==> config.mk <==
export PLATFORM = sky130hd
export DESIGN_NAME = xcr_intc_flat
export DESIGN_NICKNAME = d
export VERILOG_FILES = /design/src/rtl/xcr_intc_if.sv /design/src/rtl/xcr_intc.sv /design/src/flat_wrapper.sv
export SDC_FILE = /design/constraint.sdc
export NUM_CORES = 1
export LEC_CHECK = 0
export CORE_ASPECT_RATIO = 0.8
export CORE_MARGIN = 3
export CORE_UTILIZATION = 45
export DETAILED_ROUTE_END_ITERATION = 7
export HOLD_SLACK_MARGIN = 0.02
export PLACE_DENSITY_LB_ADDON = 0.15
export SLEW_MARGIN = 10
export SYNTH_ARGS = -nofsm -noshare
export SYNTH_HDL_FRONTEND = slang
export SYNTH_SLANG_ARGS = --single-unit
==> constraint.sdc <==
create_clock -name clk -period 3.4 [get_ports clk]
set_input_delay 0.85 -clock clk [delete_from_list [all_inputs] [get_ports clk]]
set_output_delay 0.85 -clock clk [all_outputs]
set_load 0.01 [all_outputs]
==> src/rtl/xcr_intc_if.sv <==
// XCR bus between the KC_LS1u_plus core (master) and an XCR responder (slave).
interface xcr_intc_if;
   logic [7:0] xcr_a;
   logic [7:0] xcr_wdata;
   logic       xcr_we;
   logic       xcr_cs;
   logic [7:0] xcr_rdata;

   modport master (output xcr_a, output xcr_wdata, output xcr_we, output xcr_cs,
                   input  xcr_rdata);
   modport slave  (input  xcr_a, input  xcr_wdata, input  xcr_we, input  xcr_cs,
                   output xcr_rdata);
endinterface

==> src/rtl/xcr_intc.sv <==
// xcr_intc: 8-source fixed-priority interrupt controller and XCR responder.
// Latches requests, arbitrates (bit 0 highest), drives INT/IVEC to the core
// and follows IN_ISP to track the start and end of service.
module xcr_intc #(
   parameter logic [7:0]  BASE      = 8'h10,
   parameter int unsigned VEC_SHIFT = 4,
   parameter logic [23:0] VBASE_RST = 24'h000100,
   parameter bit          SYNC_EN   = 1'b1
) (
   input  logic        clk,
   input  logic        rst,
   input  logic [7:0]  irq,
   xcr_intc_if.slave   xcr,
   input  logic        in_isp,
   output logic        int_req,
   output logic [23:0] ivec
);

   typedef enum logic [1:0] {IDLE, REQ, SERV} state_t;

   state_t      state_q, state_d;
   logic [2:0]  cur_id_q, cur_id_d;
   logic        int_req_q, int_req_d;
   logic [7:0]  sync1_q, sync1_d;
   logic [7:0]  sync2_q, sync2_d;
   logic [7:0]  s_prev_q, s_prev_d;
   logic [7:0]  pend_q, pend_d;
   logic [7:0]  mask_q, mask_d;
   logic [7:0]  mode_q, mode_d;
   logic [23:0] vb_q, vb_d;

   logic [7:0]  s;
   logic [7:0]  off_full;
   logic [2:0]  off;
   logic        in_range;
   logic        wr;
   logic [7:0]  pend_view;
   logic [7:0]  elig;
   logic [2:0]  win;
   logic        found;
   logic [7:0]  w1c;
   logic [7:0]  swi;
   logic [7:0]  auto_clr;
   logic        busy;
   logic [2:0]  ivec_id;
   logic [23:0] id_ext;

   assign s = SYNC_EN ? sync2_q : irq;

   // Address decode, effective pending view, arbitration and read mux.
   always_comb begin
      off_full  = xcr.xcr_a - BASE;
      in_range  = (off_full[7:3] == 5'd0);
      off       = off_full[2:0];
      wr        = xcr.xcr_cs & xcr.xcr_we & in_range;
      // Level sources bypass the latch and show the conditioned input.
      pend_view = (mode_q & pend_q) | (~mode_q & s);
      elig      = pend_view & mask_q;
      win       = '0;
      found     = 1'b0;
      for (int unsigned i = 0; i < 8; i++) begin
         if (elig[i] && !found) begin
            win   = 3'(i);
            found = 1'b1;
         end
      end
      busy      = (state_q != IDLE);
      ivec_id   = (state_q == IDLE) ? 3'd0 : cur_id_q;
      id_ext    = {21'd0, ivec_id};
      ivec      = vb_q + (id_ext << VEC_SHIFT);
      xcr.xcr_rdata = '0;
      if (xcr.xcr_cs && !xcr.xcr_we && in_range) begin
         unique case (off)
            3'd0:    xcr.xcr_rdata = pend_view;
            3'd1:    xcr.xcr_rdata = mask_q;
            3'd2:    xcr.xcr_rdata = mode_q;
            3'd3:    xcr.xcr_rdata = {busy, 4'b0000, cur_id_q};
            3'd4:    xcr.xcr_rdata = vb_q[7:0];
            3'd5:    xcr.xcr_rdata = vb_q[15:8];
            3'd6:    xcr.xcr_rdata = vb_q[23:16];
            default: xcr.xcr_rdata = '0;
         endcase
      end
   end

   // Next-state: request FSM, register writes and pending-bit update.
   always_comb begin
      state_d  = state_q;
      cur_id_d = cur_id_q;
      auto_clr = '0;
      unique case (state_q)
         IDLE: begin
            if (elig != 8'd0 && !in_isp) begin
               cur_id_d = win;
               state_d  = REQ;
            end
         end
         REQ: begin
            if (in_isp) begin
               state_d = SERV;
               if (mode_q[cur_id_q]) auto_clr[cur_id_q] = 1'b1;
            end else if (!elig[cur_id_q]) begin
               state_d = IDLE;
            end
         end
         SERV: begin
            if (!in_isp) state_d = IDLE;
         end
         default: state_d = IDLE;
      endcase
      int_req_d = (state_d == REQ);

      mask_d = mask_q;
      mode_d = mode_q;
      vb_d   = vb_q;
      w1c    = '0;
      swi    = '0;
      if (wr) begin
         unique case (off)
            3'd0:    w1c          = xcr.xcr_wdata;
            3'd1:    mask_d       = xcr.xcr_wdata;
            3'd2:    mode_d       = xcr.xcr_wdata;
            3'd4:    vb_d[7:0]    = xcr.xcr_wdata;
            3'd5:    vb_d[15:8]   = xcr.xcr_wdata;
            3'd6:    vb_d[23:16]  = xcr.xcr_wdata;
            3'd7:    swi          = xcr.xcr_wdata;
            default: ;
         endcase
      end
      // Sets are ORed in after clears so a same-edge set wins.
      pend_d   = (pend_q & ~(w1c | auto_clr)) | (s & ~s_prev_q & mode_q) | swi;
      sync1_d  = irq;
      sync2_d  = sync1_q;
      s_prev_d = s;
   end

   // State registers with asynchronous active-low reset.
   always_ff @(posedge clk or negedge rst) begin
      if (!rst) begin
         state_q   <= IDLE;
         cur_id_q  <= '0;
         int_req_q <= 1'b0;
         sync1_q   <= '0;
         sync2_q   <= '0;
         s_prev_q  <= '0;
         pend_q    <= '0;
         mask_q    <= '0;
         mode_q    <= '0;
         vb_q      <= VBASE_RST;
      end else begin
         state_q   <= state_d;
         cur_id_q  <= cur_id_d;
         int_req_q <= int_req_d;
         sync1_q   <= sync1_d;
         sync2_q   <= sync2_d;
         s_prev_q  <= s_prev_d;
         pend_q    <= pend_d;
         mask_q    <= mask_d;
         mode_q    <= mode_d;
         vb_q      <= vb_d;
      end
   end

   assign int_req = int_req_q;

endmodule

==> src/flat_wrapper.sv <==
// flat-port wrapper written by rule: the top's interface ports become plain ports
module xcr_intc_flat 
#(
   parameter logic [7:0]  BASE      = 8'h10,
   parameter int unsigned VEC_SHIFT = 4,
   parameter logic [23:0] VBASE_RST = 24'h000100,
   parameter bit          SYNC_EN   = 1'b1
)
  (clk, rst, irq, in_isp, int_req, ivec, xcr_xcr_a, xcr_xcr_wdata, xcr_xcr_we, xcr_xcr_cs, xcr_xcr_rdata);
  xcr_intc_if xcr_i ();
  input  logic clk;
  input  logic rst;
  input  logic [7:0] irq;
  input  logic in_isp;
  output logic int_req;
  output logic [23:0] ivec;
  input wire logic [$bits(xcr_i.xcr_a)-1:0] xcr_xcr_a;
  input wire logic [$bits(xcr_i.xcr_wdata)-1:0] xcr_xcr_wdata;
  input wire logic [$bits(xcr_i.xcr_we)-1:0] xcr_xcr_we;
  input wire logic [$bits(xcr_i.xcr_cs)-1:0] xcr_xcr_cs;
  output wire logic [$bits(xcr_i.xcr_rdata)-1:0] xcr_xcr_rdata;
  assign xcr_i.xcr_a = xcr_xcr_a;
  assign xcr_i.xcr_wdata = xcr_xcr_wdata;
  assign xcr_i.xcr_we = xcr_xcr_we;
  assign xcr_i.xcr_cs = xcr_xcr_cs;
  assign xcr_xcr_rdata = xcr_i.xcr_rdata;
  xcr_intc #(.BASE(BASE), .VEC_SHIFT(VEC_SHIFT), .VBASE_RST(VBASE_RST), .SYNC_EN(SYNC_EN)) u_core (.clk(clk), .rst(rst), .irq(irq), .xcr(xcr_i), .in_isp(in_isp), .int_req(int_req), .ivec(ivec));
endmodule
==> impl_metrics.csv, run 1 <==
group,metric,value,unit
worst_setup_path,reg2reg_depth,5,
synth,syn-cell-area,4044,sq um
worst_setup_path,max_stage_delay,0.54,ns
sta,post-route-period-util,0.9848,
hold_path,min_to,"u_core.s[4]",
grt,grt_pass1_wl,16.75,mm
die,start_util,0.4705,
worst_setup_path,required,2.55,ns
clock_network,clk_pin_slew,0.08,ns
hold_path,holdCritPathClass,"flip-flop to flip-flop",
clock_network,h-tree-depth,3,
worst_setup_path,path_cells,"clkdlybuf4s50_1 > buf_12 > mux4_2 > a22oi_2 > nor2_4 > buf_6",
worst_setup_path,reg2reg_to,"u_core.state_q[0]",
worst_setup_path,worstSetupPathDepth,6,
sta,fin_crit,3.348,ns
worst_setup_path,crit_arrival,2.50,ns
grt,grt_pass1_vias,3197,
place,dp_slack,-0.5162,ns
sta,setup_ws,0.05179,ns
routing,viasPerCell,5.573,
status,status,"finished clean",
synth,syn-num-nets,388,
finish,drive_gt1_frac,0.3532,
worst_setup_path,r2r_start,"u_core.mode_q[5]",
sta,hold_violations,0,
clock_network,cts_buffers,9,
worst_setup_path,start_kind,"input pin",
synth,synth_ff_type,"dfrtp_1",
sta,fmax,0.2987,GHz
finish,final_area,5266,sq um
worst_setup_path,crit_family,"buffers and inverters",
place,place.gp.congestion,0.9102,
die,ios,62,
synth,async_flop_share,1.000,
sta,setup_violations,0,
synth,syn_avg_cell_area,11.42,sq um
finish,finalNetCount,482,
synth,yosys_register_bits,78,
synth,synth_top_area_frac,0.4765,
routing,drtAntennaViolNets,0,
sta,rsz0062_at_grt,"true",
routing,wl_per_cell,18.60,microns
die,row_count,30,
power,p_leak,2.496,nW
routing,drt_iter0_markers,137,
clock_network,cts_tree,"done",
synth,netlist_instances,354,
sta,finClkSkew,0.005671,ns
synth,yosysSeqAreaShare,0.4830,
place,portBuffers,61,
place,place.detailed.hpwl,7.849,mm
synth,yosysTopAreaCell,"dfrtp_1",
routing,drt_first_pass_iters,4,
grt,gr-total-overflow,0,
synth,yosys_warnings,0,
clock_network,postCtsHoldBufs,0,
finish,finalCoreUtilization,0.6127,
finish,diodes,0,
grt,antenna_found_initial,0,
grt,grt_usage,0.2103,
clock_network,worstSkewPairLatency,0.36,ns
routing,via_count,3149,
power,p_total,2.239,mW
die,die_y,90.79,microns
worst_setup_path,path_buf_inv,3,
sta,fin_tns_setup,0,ns
worst_setup_path,reg2reg_setup_slack,1.39,ns
sta,slew_viol_final,0,
run,drv_cap,0,
clock_network,clock_sinks,78,
worst_setup_path,cp_max_fo,9,
synth,synth-edff-count,0,
die,dieArea,10170,sq um
die,core_area,8596,sq um
synth,netlist_top_cells_area,"dfrtp_1, mux2_2, mux4_2",
clock_network,clockBufferDepth,2,
finish,syn2layout_area_growth,30.23,%
clock_network,cts_root_buf,"clkbuf_8",
synth,yosysUniqueCellTypes,45,
hold_path,hold_depth,0,
power,ir_drop,0.0002921,V
hold_path,hp-start,"u_core.sync1_q[4]",
power,p_per_area,425.1,nW/um^2
sta,tightest_slew,0.9640,ns
routing,drc,0,
grt,grt_max_degree,79,
worst_setup_path,path_class,"input pin to primary output",
sta,relSlewSlack,0.3574,
worst_setup_path,endpoint_kind,"primary output",
routing,wirelength,10.51,mm
die,dieWidth,112.0,microns
place,placedInstanceArea,4989,sq um
worst_setup_path,crit_slowest_cell,"clkdlybuf4s50_1",
## logic make-up after synthesis
logic type,Yosys count,synth area share
AND/OR/NAND/NOR,112,0.1420
flip-flops,78,0.4830
multiplexers,66,0.2011
AO/OA/AOI/OAI,56,0.09406
XOR/XNOR,19,0.04115
buffers and inverters,18,0.02135
adder cells (fa/ha/maj),5,0.01733
## cell usage in the layout (no fill, tap or decap), types with 3 or more instances in the layout
| cell | instances |
|---|---|
| a211o_1 | 8 |
| a211oi_2 | 3 |
| a21o_1 | 3 |
| a21oi_1 | 13 |
| and3_1 | 4 |
| buf_2 | 16 |
| buf_4 | 33 |
| buf_6 | 4 |
| clkbuf_2 | 3 |
| clkbuf_8 | 9 |
| clkdlybuf4s50_1 | 32 |
| dfrtp_1 | 77 |
| dlygate4sd2_1 | 5 |
| ha_4 | 3 |
| inv_6 | 3 |
| mux2_2 | 52 |
| mux2i_1 | 7 |
| mux4_2 | 7 |
| nand2_1 | 37 |
| nand3_1 | 12 |
| nand4_1 | 6 |
| nor2_1 | 23 |
| nor2_2 | 3 |
| nor2b_1 | 6 |
| nor3_4 | 3 |
| o21ai_0 | 10 |
| xnor2_1 | 14 |
| xor2_1 | 5 |
## sequential cells by signal, indices dropped and copies added (netlist names)
register         count
u_core.state_q       2
u_core.pend_q        8
u_core.cur_id_q      3
u_core.sync1_q       8
u_core.vb_q         24
u_core.int_req       1
u_core.mask_q        8
u_core.s_prev_q      8
u_core.mode_q        8
u_core.s             8
## cell usage after synthesis, types with 5 or more instances
cell type	number
dfrtp_1	77
mux2_2	52
nand2_1	37
nor2_1	27
a21oi_1	15
xnor2_1	14
nand3_1	13
o21ai_0	10
a211o_1	8
clkbuf_1	7
mux2i_1	7
mux4_2	7
nand4_1	6
nor2b_1	6
xor2_1	5
## what timing repair did
| action | CTS | global route |
|---|---|---|
| gates cloned | 0 | 0 |
| resized for setup | 89 | 32 |
| setup endpoints to repair | 26 | 22 |
| pin swaps | 6 | 14 |
| buffers inserted | 3 | 0 |
## layer usage
layer / track usage / part of all wire / up-vias
li1: - / - / 1477
met1: 0.2915 / 0.47 / 1573
met2: 0.3244 / 0.46 / 83
met3: 0.05291 / 0.054 / 16
met4: 0.06907 / 0.015 / 0
met5: 0 / 0 / -
## report_power, final
| group | switching (mW) | total (mW) | internal (mW) |
|---|---|---|---|
| Sequential | 0.0462 | 1.05 | 0.999 |
| Combinational | 0.252 | 0.480 | 0.229 |
| Clock | 0.363 | 0.713 | 0.350 |
## layout make-up
cell class	instances	area (sq um)
fill	719	3329
multi-input combinational	258	2148
sequential	78	1953
timing repair buffer	97	805.8
tap	112	140.1
clock buffer	9	123.9
clock inverter	7	80.08
inverter	4	15.01
## worst max path at each step
stage                                  from               end  slack, ns
after floorplan           u_core.state_q[1]          ivec[21]       0.43
after CTS                      xcr_xcr_a[5]  xcr_xcr_rdata[5]      -0.02
after detailed placement       xcr_xcr_a[4]  xcr_xcr_rdata[4]      -0.52
after global placement         xcr_xcr_a[4]  xcr_xcr_rdata[5]      -0.42
after global routing      u_core.state_q[0]          ivec[16]      -0.01
final                          xcr_xcr_a[2]  xcr_xcr_rdata[4]       0.05
## per-stage QoR
step | hold WS [ns] | cells
2_1_floorplan | 0.3312 | 354
4_1_cts | 0.3536 | 566
5_1_grt | 0.3594 | 565
3_3_place_gp | 0.3327 | 547
3_5_place_dp | 0.3347 | 547
6_report | 0.3506 | 565
Power figures use the tool's default switching activity.
==> run 2, diff against run 1 <==
- GPL_ROUTABILITY_DRIVEN: not set -> 0
==> results of run 2 <==
Same layout as run 1: the final DEF is identical, and so are final timing and power.
==> run 3, diff against run 2 <==
- SLEW_MARGIN: 10 -> 20
==> results of run 3 <==
Same layout as run 1: the final DEF is identical, and so are final timing and power.
